**src/rtl/noc_inject_arbiter_pkg.sv**
```systemverilog
// Shared NoC constants, arbiter FSM encodings and the output-stage record.
// Stands in for Noc_parameters.v so that every file of the slice sees one definition.
package noc_inject_arbiter_pkg;

  localparam int Noc_Data_Width  = 32;
  localparam int Noc_ID_X_Width  = 4;
  localparam int Noc_ID_Y_Width  = 4;
  localparam int Noc_Arb_Max_Req = 8;

  localparam logic [0:0] ARB_IDLE   = 1'b0;
  localparam logic [0:0] ARB_LOCKED = 1'b1;

  typedef struct packed {
    logic                      valid;
    logic                      is_header;
    logic                      is_tail;
    logic [Noc_Data_Width-1:0] flit;
  } out_stage_t;

endpackage

```
**src/rtl/noc_inject_arbiter_rr_picker.sv**
```systemverilog
// Combinational round-robin picker: first set request at or above rr_ptr_i, wrapping.
// Produces one-hot and binary forms of the winner plus an any-request flag.
module noc_rr_picker #(
  parameter int NUM_REQ = 4,
  parameter int IDX_W   = 2
) (
  input  logic [NUM_REQ-1:0] req_i,
  input  logic [IDX_W-1:0]   rr_ptr_i,
  output logic [NUM_REQ-1:0] grant_oh_o,
  output logic [IDX_W-1:0]   grant_idx_o,
  output logic               any_o
);

  logic [NUM_REQ-1:0] rot;
  logic [IDX_W-1:0]   rot_idx [NUM_REQ];

  // rot[k] is the request k places after the pointer, so priority is simply k ascending.
  for (genvar gi = 0; gi < NUM_REQ; gi++) begin : g_rot
    logic [IDX_W:0] sum;
    assign sum         = {1'b0, rr_ptr_i} + (IDX_W+1)'(gi);
    assign rot_idx[gi] = (sum >= (IDX_W+1)'(NUM_REQ)) ? IDX_W'(sum - (IDX_W+1)'(NUM_REQ))
                                                      : sum[IDX_W-1:0];
    assign rot[gi]     = req_i[rot_idx[gi]];
  end

  always_comb begin
    any_o       = 1'b0;
    grant_idx_o = '0;
    grant_oh_o  = '0;
    for (int k = 0; k < NUM_REQ; k++) begin
      if (!any_o && rot[k]) begin
        any_o       = 1'b1;
        grant_idx_o = rot_idx[k];
      end
    end
    if (any_o) grant_oh_o[grant_idx_o] = 1'b1;
  end

endmodule

```
**src/rtl/noc_inject_arbiter.sv**
```systemverilog
// Packet-level round-robin arbiter for a NoC injection port: grants on header,
// locks to the winner until its tail, and drives the router through one register stage.
module noc_inject_arbiter
  import noc_inject_arbiter_pkg::*;
#(
  parameter int                        NUM_REQ   = 4,
  parameter int                        REQ_IDX_W = 2,
  parameter logic [Noc_ID_X_Width-1:0] X_ID      = '0,
  parameter logic [Noc_ID_Y_Width-1:0] Y_ID      = '0
) (
  input  logic                              noc_clk,
  input  logic                              noc_rst,
  input  logic [NUM_REQ-1:0]                cfg_port_en,
  input  logic [NUM_REQ-1:0]                req_valid,
  output logic [NUM_REQ-1:0]                req_ready,
  input  logic [NUM_REQ*Noc_Data_Width-1:0] req_flit,
  input  logic [NUM_REQ-1:0]                req_is_header,
  input  logic [NUM_REQ-1:0]                req_is_tail,
  output logic                              sender_valid,
  input  logic                              sender_ready,
  output logic [Noc_Data_Width-1:0]         sender_flit,
  output logic                              sender_is_header,
  output logic                              sender_is_tail,
  output logic [REQ_IDX_W-1:0]              grant_id,
  output logic                              busy,
  output logic                              err_orphan
);

  if (NUM_REQ < 2 || NUM_REQ > Noc_Arb_Max_Req || REQ_IDX_W != $clog2(NUM_REQ)) begin : g_bad_cfg
    $error("noc_inject_arbiter (%0d,%0d): unsupported NUM_REQ/REQ_IDX_W", X_ID, Y_ID);
  end

  logic [0:0]           state_q, state_d;
  logic [REQ_IDX_W-1:0] rr_ptr_q, rr_ptr_d;
  logic [REQ_IDX_W-1:0] grant_q, grant_d;
  logic                 err_q, err_d;
  out_stage_t           out_q, out_d;

  logic                 out_ok;
  logic [NUM_REQ-1:0]   cand;
  logic [NUM_REQ-1:0]   orphan;
  logic [NUM_REQ-1:0]   ready_vec;
  logic [NUM_REQ-1:0]   pick_oh;
  logic [REQ_IDX_W-1:0] pick_idx;
  logic                 pick_any;
  logic                 load;
  logic [REQ_IDX_W-1:0] load_idx;

  function automatic logic [REQ_IDX_W-1:0] ptr_inc(input logic [REQ_IDX_W-1:0] idx);
    if (int'(idx) >= NUM_REQ - 1) return '0;
    return idx + 1'b1;
  endfunction

  assign out_ok = ~out_q.valid | sender_ready;

  // Readys are forced low while reset is held so nothing is consumed during reset.
  for (genvar gi = 0; gi < NUM_REQ; gi++) begin : g_port
    assign cand[gi]      = req_valid[gi] &  req_is_header[gi] & cfg_port_en[gi];
    assign orphan[gi]    = req_valid[gi] & ~req_is_header[gi] & cfg_port_en[gi];
    assign req_ready[gi] = ready_vec[gi] & ~noc_rst;
  end

  noc_rr_picker #(
    .NUM_REQ (NUM_REQ),
    .IDX_W   (REQ_IDX_W)
  ) u_picker (
    .req_i       (cand),
    .rr_ptr_i    (rr_ptr_q),
    .grant_oh_o  (pick_oh),
    .grant_idx_o (pick_idx),
    .any_o       (pick_any)
  );

  always_comb begin
    state_d   = state_q;
    rr_ptr_d  = rr_ptr_q;
    grant_d   = grant_q;
    err_d     = err_q;
    ready_vec = '0;
    load      = 1'b0;
    load_idx  = grant_q;
    if (state_q == ARB_IDLE) begin
      if (|orphan) err_d = 1'b1;
      if (pick_any && out_ok) begin
        ready_vec = pick_oh;
        load      = 1'b1;
        load_idx  = pick_idx;
        grant_d   = pick_idx;
        // A single-flit packet completes at grant, so the lock is skipped entirely.
        if (req_is_tail[pick_idx]) rr_ptr_d = ptr_inc(pick_idx);
        else                       state_d  = ARB_LOCKED;
      end
    end else begin
      ready_vec[grant_q] = out_ok;
      if (out_ok && req_valid[grant_q]) begin
        load = 1'b1;
        if (req_is_tail[grant_q]) begin
          state_d  = ARB_IDLE;
          rr_ptr_d = ptr_inc(grant_q);
        end
      end
    end
  end

  always_comb begin
    out_d = out_q;
    if (load) begin
      out_d.valid     = 1'b1;
      out_d.is_header = req_is_header[load_idx];
      out_d.is_tail   = req_is_tail[load_idx];
      out_d.flit      = req_flit[int'(load_idx)*Noc_Data_Width +: Noc_Data_Width];
    end else if (sender_ready) begin
      out_d.valid = 1'b0;
    end
  end

  always_ff @(posedge noc_clk or posedge noc_rst) begin
    if (noc_rst) begin
      state_q  <= ARB_IDLE;
      rr_ptr_q <= '0;
      grant_q  <= '0;
      err_q    <= 1'b0;
      out_q    <= '0;
    end else begin
      state_q  <= state_d;
      rr_ptr_q <= rr_ptr_d;
      grant_q  <= grant_d;
      err_q    <= err_d;
      out_q    <= out_d;
    end
  end

  assign sender_valid     = out_q.valid;
  assign sender_flit      = out_q.flit;
  assign sender_is_header = out_q.is_header;
  assign sender_is_tail   = out_q.is_tail;
  assign grant_id         = grant_q;
  assign busy             = (state_q == ARB_LOCKED);
  assign err_orphan       = err_q;

endmodule

```
**config.mk**
```make
export PLATFORM = sky130hd
export DESIGN_NAME = noc_inject_arbiter
export DESIGN_NICKNAME = d
export VERILOG_FILES = /design/src/rtl/noc_inject_arbiter_pkg.sv /design/src/rtl/noc_inject_arbiter_rr_picker.sv /design/src/rtl/noc_inject_arbiter.sv
export SDC_FILE = /design/constraint.sdc
export NUM_CORES = 1
export LEC_CHECK = 0
export BUFFER_PORTS_ARGS = -buffer_cell sky130_fd_sc_hd__buf_4
export CORE_MARGIN = 3
export CORE_UTILIZATION = 45
export DETAILED_ROUTE_END_ITERATION = 16
export HOLD_SLACK_MARGIN = 0.12
export PLACE_DENSITY_LB_ADDON = 0.08
export SYNTH_ARGS = -nofsm -noshare
export SYNTH_HDL_FRONTEND = slang
export SYNTH_SLANG_ARGS = --single-unit
```
**constraint.sdc**
```tcl
create_clock -name noc_clk -period 3.47 [get_ports noc_clk]
set_input_delay 0.347 -clock noc_clk [delete_from_list [all_inputs] [get_ports noc_clk]]
set_output_delay 0.347 -clock noc_clk [all_outputs]
set_load 0.02 [all_outputs]
```
==> impl_metrics.ini <==
[cts]
cts_tree = yes
root_buffer = clkbuf_8
clockBufferDepth = 2
clock_sinks = 41
cts_setup_buffers = 0
clk_latency_ns = 0.29
path_clk_slew_ns = 0.08
hold_buffers = 0
cts-htree-levels = 2
cts_buffers = 5
ctsResizeCount = 0

[critical_path]
worstSetupStartpointType = register
critPathRequiredTime_ns = 3.12
critPathTopFamily = compound AO/OA/AOI/OAI gates
arrival_ns = 2.29
cpPeakStageDelay_ns = 0.44
path_buf_inv = 2
path_cells = nand4b_1, a31oi_2, a21oi_1, inv_1, ha_1, a22oi_1, nor2_1, buf_4
worstSetupPathType = reg -> out
ff2ff_setup_slack_ns = 1.06
critPathSlowestCell = a21oi_1
crit_fanout = 5
end_kind = output pin

[place]
dp_hpwl_mm = 7.041
portBuffers = 189
dp_cells = 576
placed_area_um2 = 4740
gp_congestion = 0.8210

[synth]
syn_nets = 458
yosys.area_share.simple_pct = 9.464
synth_cell_types = 42
synth_async_sr_flop_share_pct = 100.0
synth_top_family_by_area = multiplexers
synth_top_flop_cell = dfrtp_1
synth_area_um2 = 3266
synthXorXnorAreaFrac_pct = 0
synth-seq-cells = 41
synth_fa_ha_area_share_pct = 3.065
synth-seq-area-share_pct = 31.42
synth_compound_area_share_pct = 11.88
postSynthCellCount = 303
syn_avg_cell_area_um2 = 10.78
ys_warn_count = 0
synth_edf_count = 0
synth.area.mux_share_pct = 39.54

[sta]
fin_crit_ns = 2.638
skew_ns = 0.007601
hold_viol_final = 0
drv_slew = 0
fmax_ghz = 0.3790
rsz0062_at_grt = false
worst_slew_margin_rel_pct = 42.08
setup_tns_ns = 0
min_period_over_period_pct = 76.03
setup_viol = 0
tightest_slew_ns = 0.8676

[route]
vias = 2911
drc = 0
dr.pass1.iters = 4
drt_iter0_markers = 52
vias_per_cell = 4.985
antenna_left = 0
wl_mm = 8.594
post_drt_wl_per_cell_um = 14.72

[grt]
grt_overflow = 0
grt_first_pass_wirelength_mm = 13.50
gr-usage-all-layers_pct = 19.99
antenna_found_initial = 0
grt_max_degree = 42
grt_pass1_vias = 2906

[pwr]
leakagePower_nw = 2.502
peakVddDrop_mv = 0.3326
power_density_nw_per_um2 = 799.1

[floorplanning]
initial_utilization_pct = 47.28
core_area_um2 = 6907
ios = 190
die_w_um = 91.19
dieArea_um2 = 8315
placementRows = 30
dieHeight_um = 91.19

[worst_hold_path]
worstHoldPathType = in -> async

[cells_and_area]
nets = 642
fin_util_pct = 70.31
fin_cells = 584
layout-drive-gt1-share_pct = 54.92
diodes = 0
area_growth_pct = 48.70
postLayoutCellArea_um2 = 4856

[run_status]
status = complete, no violations

[run]
maxCapViolations = 0
synthesized netlist by cell type, types with 2 or more instances:
cell type	n	area, um^2
o21ai_1	20	100.1
a22oi_1	4	30.03
buf_2	7	35.03
inv_1	8	30.03
o21ai_0	3	15.01
mux2_4	30	450.4
dfrtp_1	41	1026
buf_4	2	15.01
clkbuf_1	4	15.01
nand3_2	3	30.03
mux2i_1	71	710.7
nand3_1	2	10.01
nand2_1	43	161.4
o21ai_2	13	113.9
mux2_2	6	67.56
a21oi_1	3	15.01
nor2_1	7	26.28
buf_6	5	56.30
ha_1	8	100.1
area by class of cell:
class	instances	area [um^2]
clock buffer	7	86.33
clock inverter	1	30.03
fill	586	2051
inverter	8	30.03
multi-input combinational	236	2100
sequential	41	1026
tap	96	120.1
timing repair buffer	195	1464
metrics by stage:
| stage | hold WS [ns] | power, W | worst slack, ns |
|---|---|---|---|
| floorplan | 0.5456 | 0.002811 | 1.277 |
| global route | 0.3204 | 0.004150 | 0.6571 |
| global placement | 0.4566 | 0.003488 | 1.057 |
| finish | 0.2612 | 0.003880 | 0.8316 |
| detailed placement | 0.4596 | 0.003530 | 0.9887 |
| CTS | 0.2861 | 0.003934 | 0.8489 |
layout by cell type (no fill, tap or decap), types with 2 or more instances in the layout:
master and n:
a22oi_1 4, dfrtp_1 41, clkbuf_8 6, o21ai_2 13
ha_1 8, a21oi_1 3, mux2_2 6, buf_4 195
nand3_1 2, nor2_1 7, nand3_2 3, o21ai_0 3
inv_1 7, mux2_4 30, mux2i_1 71, o21ai_1 20
nand2_1 42
sequential cells by signal (all words and copies together) (netlist names):
name / flops
err_orphan: 1
grant_id: 2
sender_flit: 32
sender_valid: 1
sender_is_header: 1
busy: 1
rr_ptr_q: 2
sender_is_tail: 1
logic make-up after synthesis:
| group | count (synthesis) |
|---|---|
| compound gates | 53 |
| mux | 110 |
| fa+ha+maj | 8 |
| flops | 41 |
| simple gates | 65 |
| buf+inv | 26 |
report_power, final:
group | total (W) | switching, W | internal, W
Sequential | 0.000883 | 0.000172 | 0.000711
Combinational | 0.00260 | 0.00129 | 0.00131
Clock | 0.000397 | 0.000162 | 0.000235
metal layers:
| layer | share of wire [%] | vias up | track usage, % | wire length [um] |
|---|---|---|---|---|
| li1 | - | 1464 | - | - |
| met1 | 38 | 1320 | 23.11 | 3282 |
| met2 | 52 | 120 | 36.24 | 4487 |
| met3 | 8.7 | 7 | 5.965 | 744 |
| met4 | 0.93 | 0 | 4.397 | 80 |
| met5 | 0 | - | 0 | 0 |
final timing paths:
| kind | startpoint | to | depth (start not counted) |
|---|---|---|---|
| max in group asynchronous | noc_rst | sender_flit[18]$_DFFE_PP0P_ | 2 |
| setup reg to reg | grant_id[0]$_DFF_PP0_ | rr_ptr_q[0]$_DFFE_PP0P_ | 8 |
| setup / recovery | rr_ptr_q[0]$_DFFE_PP0P_ | req_ready[0] | 8 |
| hold / removal | noc_rst | busy$_DFF_PP0_ | 2 |
| min in group noc_clk | sender_ready | sender_valid$_DFFE_PP0P_ | 3 |
| hold reg to reg | err_orphan$_DFFE_PP0P_ | err_orphan$_DFFE_PP0P_ | 1 |
worst register-to-register path, cell delays in order, from the launching register on:
cell and delay (ns):
dfrtp_1 0.49, mux4_1 0.65, nand2_1 0.09, o21ai_0 0.10, nand2_2 0.12, buf_4 0.35, nor2_1 0.09, a22oi_2 0.24
mux2i_1 0.22
(Power assumes the default switching activity.)
